**src/rtl/riscv_pipe_pkg.sv**
```systemverilog
// Shared pipeline-stage types: per-lane payload structs, widths, occupancy encoding.
// Latency: n/a (types only).
// Backpressure: n/a.
package riscv_pipe_pkg;

    localparam int XLEN      = 32;
    localparam int CTRL_W    = 32;
    localparam int MAX_LANES = 4;

    // Control plus operand data carried from decode into execute, one per lane.
    typedef struct packed {
        logic [CTRL_W-1:0] ctrl;
        logic [XLEN-1:0]   pc;
        logic [XLEN-1:0]   rs1_val;
        logic [XLEN-1:0]   rs2_val;
        logic [XLEN-1:0]   imm;
    } decode_exec_t;

    localparam int DECODE_EXEC_W = $bits(decode_exec_t);

    // Number of bundles held by a stage; the value doubles as the FSM state.
    typedef enum logic [1:0] {
        OCC_EMPTY = 2'd0,
        OCC_ONE   = 2'd1,
        OCC_TWO   = 2'd2
    } occ_e;

endpackage

```
**src/rtl/pipe_bundle_slot.sv**
```systemverilog
// One bundle register: LANES valid bits plus the flat lane payload.
// Latency: load/clear/squash take effect on the next rising edge.
// Backpressure: none; the owner decides when to load.
module pipe_bundle_slot
    import riscv_pipe_pkg::*;
#(
    parameter int LANES         = 2,
    parameter int PAYLOAD_W     = DECODE_EXEC_W,
    parameter bit RESET_PAYLOAD = 1'b1
) (
    input  logic                       clk,
    input  logic                       rst,
    input  logic                       i_clear,
    input  logic                       i_load,
    input  logic [LANES-1:0]           i_load_valid,
    input  logic [LANES*PAYLOAD_W-1:0] i_load_payload,
    input  logic [LANES-1:0]           i_squash,
    output logic [LANES-1:0]           o_valid,
    output logic [LANES*PAYLOAD_W-1:0] o_payload
);

    logic [LANES-1:0]           r_valid;
    logic [LANES*PAYLOAD_W-1:0] r_payload;

    // Valid bits: clear beats load beats squash write-back.
    always_ff @(posedge clk) begin
        if (rst || i_clear) begin
            r_valid <= '0;
        end else if (i_load) begin
            r_valid <= i_load_valid;
        end else begin
            r_valid <= r_valid & ~i_squash;
        end
    end

    // Payload: only zeroed on clear when the stage is built to scrub data.
    always_ff @(posedge clk) begin
        if ((rst || i_clear) && RESET_PAYLOAD) begin
            r_payload <= '0;
        end else if (i_load && !(rst || i_clear)) begin
            r_payload <= i_load_payload;
        end
    end

    assign o_valid   = r_valid;
    assign o_payload = r_payload;

endmodule

```
**src/rtl/multi_issue_pipe_stage.sv**
```systemverilog
// N-lane inter-stage register with per-lane valids, 2-entry skid, flush and per-lane squash.
// Latency: 1 cycle from accept to presentation when the stage was empty.
// Backpressure: in_ready is registered, low only while both entries are held.
module multi_issue_pipe_stage
    import riscv_pipe_pkg::*;
#(
    parameter int LANES         = 2,
    parameter int PAYLOAD_W     = DECODE_EXEC_W,
    parameter bit RESET_PAYLOAD = 1'b1
) (
    input  logic                       clk,
    input  logic                       rst,
    input  logic [LANES-1:0]           in_valid,
    input  logic [LANES*PAYLOAD_W-1:0] in_payload,
    output logic                       in_ready,
    output logic [LANES-1:0]           out_valid,
    output logic [LANES*PAYLOAD_W-1:0] out_payload,
    input  logic                       out_ready,
    input  logic                       flush,
    input  logic [LANES-1:0]           squash,
    output logic [1:0]                 occupancy
);

    occ_e r_state;
    occ_e w_nxt_state;
    logic r_in_ready;

    logic [LANES-1:0]           w_main_valid;
    logic [LANES*PAYLOAD_W-1:0] w_main_payload;
    logic [LANES-1:0]           w_skid_valid;
    logic [LANES*PAYLOAD_W-1:0] w_skid_payload;

    logic                       w_present;
    logic [LANES-1:0]           w_main_sq;
    logic                       w_in_fire;
    logic                       w_out_fire;
    logic                       w_consume;
    logic                       w_clear;
    logic                       w_main_load;
    logic                       w_main_from_skid;
    logic                       w_skid_load;
    logic [LANES-1:0]           w_main_ld_valid;
    logic [LANES*PAYLOAD_W-1:0] w_main_ld_payload;
    logic [LANES-1:0]           w_main_squash;

    // Squash acts on the presented bundle only; an empty stage has nothing to kill.
    assign w_present     = (r_state != OCC_EMPTY);
    assign w_main_sq     = w_main_valid & ~squash;
    assign w_main_squash = w_present ? squash : '0;
    assign out_valid     = w_present ? w_main_sq : '0;
    assign out_payload   = w_main_payload;
    assign w_in_fire     = (|in_valid) && r_in_ready;
    assign w_out_fire    = (|out_valid) && out_ready;
    // A bundle squashed down to no valid lanes leaves just as if it had been taken.
    assign w_consume     = w_present && (w_out_fire || !(|w_main_sq));

    assign w_main_ld_valid   = w_main_from_skid ? w_skid_valid   : in_valid;
    assign w_main_ld_payload = w_main_from_skid ? w_skid_payload : in_payload;

    // Next-state and slot control; flush overrides every other event.
    always_comb begin
        w_nxt_state      = r_state;
        w_clear          = 1'b0;
        w_main_load      = 1'b0;
        w_main_from_skid = 1'b0;
        w_skid_load      = 1'b0;
        if (flush) begin
            w_nxt_state = OCC_EMPTY;
            w_clear     = 1'b1;
        end else begin
            case (r_state)
                OCC_EMPTY: begin
                    if (w_in_fire) begin
                        w_nxt_state = OCC_ONE;
                        w_main_load = 1'b1;
                    end
                end
                OCC_ONE: begin
                    if (w_in_fire && w_consume) begin
                        w_main_load = 1'b1;
                    end else if (w_in_fire) begin
                        w_nxt_state = OCC_TWO;
                        w_skid_load = 1'b1;
                    end else if (w_consume) begin
                        w_nxt_state = OCC_EMPTY;
                    end
                end
                OCC_TWO: begin
                    if (w_consume) begin
                        w_nxt_state      = OCC_ONE;
                        w_main_load      = 1'b1;
                        w_main_from_skid = 1'b1;
                    end
                end
                default: begin
                    w_nxt_state = OCC_EMPTY;
                    w_clear     = 1'b1;
                end
            endcase
        end
    end

    // State register; reset dominates flush.
    always_ff @(posedge clk) begin
        if (rst) begin
            r_state <= OCC_EMPTY;
        end else begin
            r_state <= w_nxt_state;
        end
    end

    // in_ready is registered from the next state so out_ready never reaches it combinationally.
    always_ff @(posedge clk) begin
        if (rst) begin
            r_in_ready <= 1'b1;
        end else begin
            r_in_ready <= (w_nxt_state != OCC_TWO);
        end
    end

    assign in_ready  = r_in_ready;
    assign occupancy = r_state;

    pipe_bundle_slot #(
        .LANES         (LANES),
        .PAYLOAD_W     (PAYLOAD_W),
        .RESET_PAYLOAD (RESET_PAYLOAD)
    ) u_main (
        .clk            (clk),
        .rst            (rst),
        .i_clear        (w_clear),
        .i_load         (w_main_load),
        .i_load_valid   (w_main_ld_valid),
        .i_load_payload (w_main_ld_payload),
        .i_squash       (w_main_squash),
        .o_valid        (w_main_valid),
        .o_payload      (w_main_payload)
    );

    pipe_bundle_slot #(
        .LANES         (LANES),
        .PAYLOAD_W     (PAYLOAD_W),
        .RESET_PAYLOAD (RESET_PAYLOAD)
    ) u_skid (
        .clk            (clk),
        .rst            (rst),
        .i_clear        (w_clear),
        .i_load         (w_skid_load),
        .i_load_valid   (in_valid),
        .i_load_payload (in_payload),
        .i_squash       ('0),
        .o_valid        (w_skid_valid),
        .o_payload      (w_skid_payload)
    );

endmodule

```
**config.mk**
```make
export PLATFORM = sky130hd
export DESIGN_NAME = multi_issue_pipe_stage
export DESIGN_NICKNAME = d
export VERILOG_FILES = /design/src/rtl/riscv_pipe_pkg.sv /design/src/rtl/pipe_bundle_slot.sv /design/src/rtl/multi_issue_pipe_stage.sv
export SDC_FILE = /design/constraint.sdc
export NUM_CORES = 1
export LEC_CHECK = 0
export BUFFER_PORTS_ARGS = -buffer_cell sky130_fd_sc_hd__buf_4
export CAP_MARGIN = 20
export CORE_MARGIN = 10
export CORE_UTILIZATION = 49
export CTS_CLUSTER_DIAMETER = 120
export CTS_CLUSTER_SIZE = 8
export DETAILED_ROUTE_END_ITERATION = 6
export PLACE_DENSITY = 0.77
export SETUP_SLACK_MARGIN = 0.5
export SLEW_MARGIN = 0
export SYNTH_ARGS = -nofsm -noshare
export SYNTH_HDL_FRONTEND = slang
export SYNTH_SLANG_ARGS = --single-unit
```
**constraint.sdc**
```tcl
create_clock -name clk -period 1.8 [get_ports clk]
set_clock_uncertainty 0.2 [all_clocks]
set_input_delay 0.27 -clock clk [delete_from_list [all_inputs] [get_ports clk]]
set_output_delay 0.27 -clock clk [all_outputs]
set_load 0.02 [all_outputs]
```
Word level (Yosys, flattened, before mapping)
Cells that the tools add are included.
Cells by class
  eq/ne operators: 3
  muxes and demuxes: 24
  bitwise gates (word level): 4
  reduce and logical (&&, ||, !) cells: 16
Operators by type and width (count)
  two-way mux 320 bit: 1
  two-way mux 2 bit: 10
  two-way mux 1 bit: 11
  logical AND 1 bit: 6
  one-hot mux 2 bit (3 select lines): 1
  OR reduction 2 bit: 3
  bitwise AND 2 bit: 2
  inverter 2 bit: 2
  one-hot mux 1 bit (3 select lines): 1
  OR reduction 3 bit: 1
  == test 2 x 1 -> 1 bit, second input constant: 1
  == test 2 bit, second input constant: 1
  zero test 1 bit: 2
  zero test 2 bit: 1
  logical OR 1 bit: 2
  inequality test 2 bit, second input constant: 1
  nonzero test 2 bit: 1
Word-level totals
  register bits: 647

Longest topological paths before layout
  depth after elaboration: 13
  gate-level depth with buffers: 8
  mapped depth without buffers: 5

Modules after synthesis
Synthesis repeated with hierarchy kept, for this count alone.
Second synthesis, totals
  cell total of the unflattened synthesis: 2467
  area, all modules: 28818.9 um^2
Modules (own cells, without submodules)
  pipe_bundle_slot: times used 2, cells each 1041, area each 11643.7 um^2, seq. area each 6446.2 um^2
  multi_issue_pipe_stage: times used 1, cells each 385, area each 5531.6 um^2, seq. area each 60.1 um^2

Least setup slack after synthesis
Ideal clock, no wire load.
  path type: register to register
  from: register r_state[1] (netlist: occupancy[1])
  to: register u_main.r_payload[0] (netlist: u_main.o_payload[0])
  data arrival time: 1.727 ns
  slack: -0.273 ns
  stages on the path, launching flop included: 9
  path buffers: 4
  period minus slack after synthesis: 2.073 ns
  path through: dfxtp_1 > buf_4 > inv_2 > nor4_1 > buf_2 > buf_6 > buf_6 > mux2i_1 > a211oi_2
Between the ends
  cells in the longest elaborated chain, start to end: 11
RTL lines
  from (decl): line multi_issue_pipe_stage.sv:24  | occ_e r_state;
  from (signal assigned): line multi_issue_pipe_stage.sv:108  | r_state <= w_nxt_state;
  nonzero test 2 bit: line multi_issue_pipe_stage.sv:47  | assign w_present = (r_state != OCC_EMPTY);
  two-way mux 2 bit: line multi_issue_pipe_stage.sv:50  | assign out_valid = w_present ? w_main_sq : '0;
  OR reduction 2 bit: line multi_issue_pipe_stage.sv:53  | assign w_out_fire = (|out_valid) && out_ready;
  logical AND 1 bit: line multi_issue_pipe_stage.sv:53
  logical OR 1 bit: line multi_issue_pipe_stage.sv:55  | assign w_consume = w_present && (w_out_fire || !(|w_main_sq));
  logical AND 1 bit: line multi_issue_pipe_stage.sv:55
  logical AND 1 bit: line multi_issue_pipe_stage.sv:79  | if (w_in_fire && w_consume) begin
  two-way mux 1 bit: line multi_issue_pipe_stage.sv:79
  one-hot mux 1 bit (3 select lines): line multi_issue_pipe_stage.sv:71  | case (r_state)
  two-way mux 1 bit: line multi_issue_pipe_stage.sv:67  | if (flush) begin
  logical AND 1 bit: line pipe_bundle_slot.sv:40  | end else if (i_load && !(rst || i_clear)) begin
  to (signal assigned): line pipe_bundle_slot.sv:41  | r_payload <= i_load_payload;
  to (decl): line pipe_bundle_slot.sv:23  | logic [LANES*PAYLOAD_W-1:0] r_payload;
Several ways; a longest one is shown, not always the timed one.
A chain may end at the register's enable or synchronous reset.

Worst setup path after layout
  from: register u_main.r_valid[1] (netlist: u_main.o_valid[1])
  to: register u_skid.r_payload[223] (netlist: u_skid.o_payload[223])
Between the ends
  cells in the longest elaborated chain, start to end: 11
RTL lines
  from (decl): line pipe_bundle_slot.sv:22  | logic [LANES-1:0] r_valid;
  from (signal assigned): line pipe_bundle_slot.sv:30  | r_valid <= i_load_valid;
  from (signal assigned): line pipe_bundle_slot.sv:32  | r_valid <= r_valid & ~i_squash;
  bitwise AND 2 bit *: line multi_issue_pipe_stage.sv:48  | assign w_main_sq = w_main_valid & ~squash;
  two-way mux 2 bit: line multi_issue_pipe_stage.sv:50
  OR reduction 2 bit: line multi_issue_pipe_stage.sv:53
  logical AND 1 bit: line multi_issue_pipe_stage.sv:53
  logical OR 1 bit *: line multi_issue_pipe_stage.sv:55
  logical AND 1 bit *: line multi_issue_pipe_stage.sv:55
  logical AND 1 bit *: line multi_issue_pipe_stage.sv:79
  two-way mux 1 bit *: line multi_issue_pipe_stage.sv:79
  two-way mux 1 bit *: line multi_issue_pipe_stage.sv:71
  two-way mux 1 bit *: line multi_issue_pipe_stage.sv:67
  logical AND 1 bit *: line pipe_bundle_slot.sv:40
  to (signal assigned): line pipe_bundle_slot.sv:41
  to (decl): line pipe_bundle_slot.sv:23
Every way passes the cells marked *; elsewhere a longest branch is shown, timed or not.

==> impl_metrics.yaml <==
placed_design:
  gp_congestion: 0.859
  place_hpwl_mm: 68.1
  numPortBuffers: 652
  pre_cts_slack_ns: -0.445
sta:
  fmax_mhz: 362
  worst_slew_pin_slew_ns: 0.782
  period_needed_ns: 2.77
  finalSetupViolations: 650
  drv_slew: 0
  finalCritPeriodShare: 1.54
  max_slew_margin: 0.479
  layout_setup_ws_ns: -0.966
  hold_violations: 2
  rsz0062_at_grt: "yes"
  fin_hold_ws_ns: -0.126
synth:
  synth_compound_area_frac: 0.271
  synth.cell_area_um2: 28100
  syn_inst: 2937
  synth_edf_count: 0
  muxShareOfSynthArea: 0.115
  synth_top_family_by_area: "compound AO/OA/AOI/OAI gates"
  synth-xor-area-share: 0
  synth_area_per_cell_um2: 9.58
  ys_ff_latch: 647
  async_flop_share: 0
  yosys.area_share.simple: 0.0894
  synth_adder_area_share: 0
  synth_cell_types: 30
  ys.warnings.count: 0
  synthFlopType: "dfxtp_1"
  syn-num-nets: 3265
  synth-seq-area-share: 0.460
global_routing:
  gr-total-overflow: 0
  track_usage: 0.342
  grt_max_degree: 120
  grt_antenna_before_repair: 24
  grt_pass1_wl_mm: 183
  grt_pass1_vias: 30500
clock_tree:
  cts_hold_buf: 325
  cts_buffer_depth: 3
  clock-root-buffer: "clkbuf_16"
  cts_tree: "built"
  cts.sinks: 647
  cts_max_level: 3
  clk_pin_slew_ns: 0.06
  numCtsBuffers: 90
  worstSkewPairLatency_ns: 0.63
power_and_ir_drop:
  power.leakage_nw: 16.3
  power_density_nw_per_um2: 806
  p_total_mw: 36.2
  ir_worst_vdd_mv: 0.888
floorplanning:
  start_util: 0.497
  die-area_um2: 67400
  die_w_um: 260
  rows: 87
  dieHeight_um: 260
  coreArea_um2: 56600
  ios: 653
critical_path:
  reg2reg_depth: 8
  r2r-end: "u_skid.o_payload[223]$_SDFFE_PP0P_"
  critPathKind: "flip-flop to flip-flop"
  cp.required_ns: 2.06
  critPathArrivalTime_ns: 3.02
  crit_path_start: "u_main.o_valid[1]$_SDFF_PP0_"
  regToRegSetupSlack_ns: -0.97
  endpoint: "u_skid.o_payload[223]$_SDFFE_PP0P_"
  timing.rr.start: "u_main.o_valid[1]$_SDFF_PP0_"
  crit_path_end_kind: "flip-flop"
  critPathLaunchType: "flip-flop"
  worstPathMaxFanout: 13
detailed_routing:
  drc: 12
  final_antenna_net_count: 0
  wl_mm: 143
  via_count: 32000
  drtPass1Iterations: 7
  vias_per_cell: 6.64
  drt_iter0_drc: 3961
  wl_per_cell_um: 29.7
final_layout:
  syn2layout_area_growth_pct: 59.7
  final_common_cell: "buf_4"
  multi_input_area_um2: 14700
  seq_area_um2: 13000
  fillers: 2782
  fin_nets: 4359
  most-common-layout-cells: "773 x buf_4, 644 x nand2_1, 642 x dfxtp_1"
  layout-drive-gt1-share: 0.385
status:
  failed_checks: "design-rule violations, negative hold slack, negative setup slack"
  outcome: "complete, but fails checks"
hold_path:
  min_path_type: "primary input to flip-flop"
job:
  cap_violations: 0
layout make-up:
class,instances,share of cell area
Clock inverter,6,0.00270
Sequential cell,647,0.289
Antenna cell,20,0.00111
Timing Repair Buffer,1323,0.307
Inverter,4,0.000557
Clock buffer,93,0.0508
Tap cell,756,0.0211
Multi-Input combinational cell,1965,0.328
flip-flops by register name, summed over array words and instances (netlist names):
signal,count
u_skid.o_valid,2
u_main.o_valid,2
occupancy,2
u_skid.o_payload,320
in_ready,1
u_main.o_payload,320
timing repair:
item                       CTS  global route
setup endpoints to repair  972           972
resized for setup          197           155
hold endpoints to repair   647             5
setup buffers               33            49
pin swaps                   34           107
gates cloned                20            39
kinds of logic (layout without fill, tap and decap cells):
logic type             Yosys count  after routing
buffers and inverters          326           1426
other                            0             20
flip-flops                     647            647
AND/OR/NAND/NOR                663            664
multiplexers                   323            323
AO/OA/AOI/OAI                  978            978
worst max-delay path: stages (launching register included):
cell	delay, ns
dfxtp_4	0.38
nand2b_4	0.08
a21oi_4	0.24
buf_4	0.18
and3_4	0.33
buf_12	0.18
buf_16	0.15
nand2_1	0.22
a21oi_1	0.62
metrics by stage:
step | setup TNS (ns) | utilization | cells | instance area [um^2]
final | -186.72 | 0.794 | 4814 | 44900
after global routing | -218.39 | 0.794 | 4808 | 44900
after CTS | -97.00 | 0.753 | 4706 | 42600
after detailed placement | -194.66 | 0.619 | 4229 | 35000
after global placement | -188.85 | 0.619 | 4229 | 35000
after floorplan | -18.64 | - | 2937 | 28500
how the worst min path moves through the flow:
stage / from / end / slack (ns) / cells after the start
2_1_floorplan: in_payload[0] / u_skid.o_payload[0]$_SDFFE_PP0P_ / 0.21 / 2
3_3_place_gp: u_skid.o_payload[94]$_SDFFE_PP0P_ / u_skid.o_payload[94]$_SDFFE_PP0P_ / 0.24 / 2
3_5_place_dp: u_skid.o_payload[179]$_SDFFE_PP0P_ / u_skid.o_payload[179]$_SDFFE_PP0P_ / 0.24 / 2
4_1_cts: rst / in_ready$_SDFF_PP1_ / -0.12 / 3
5_1_grt: rst / in_ready$_SDFF_PP1_ / -0.15 / 3
6_report: rst / in_ready$_SDFF_PP1_ / -0.13 / 3
cell usage after synthesis (all sizes together) (3+ instances only):
cell	count	area, um^2
and3	3	18.8
nor2	6	22.5
a211oi	320	3900
clkbuf	147	552
mux2i	323	3250
a21oi	325	1630
o21ai	7	35.0
buf	175	1230
dfxtp	647	13000
a31oi	320	2000
inv	4	15.0
nand2	646	2420
routing by layer:
layer  vias up  global-route usage  part of all wire
met5         -                   0           0.00056
met4        12               0.229             0.093
met3      1104              0.0923              0.12
met2      3009               0.570              0.46
met1     15000               0.379              0.33
li1      12800                   -                 -
power breakdown:
group	switching, mW	total (mW)	internal [mW]
clock	6.59	15.5	8.94
combinational	3.05	5.68	2.63
sequential	0.333	15.0	14.7
(Power assumes the default switching activity.)
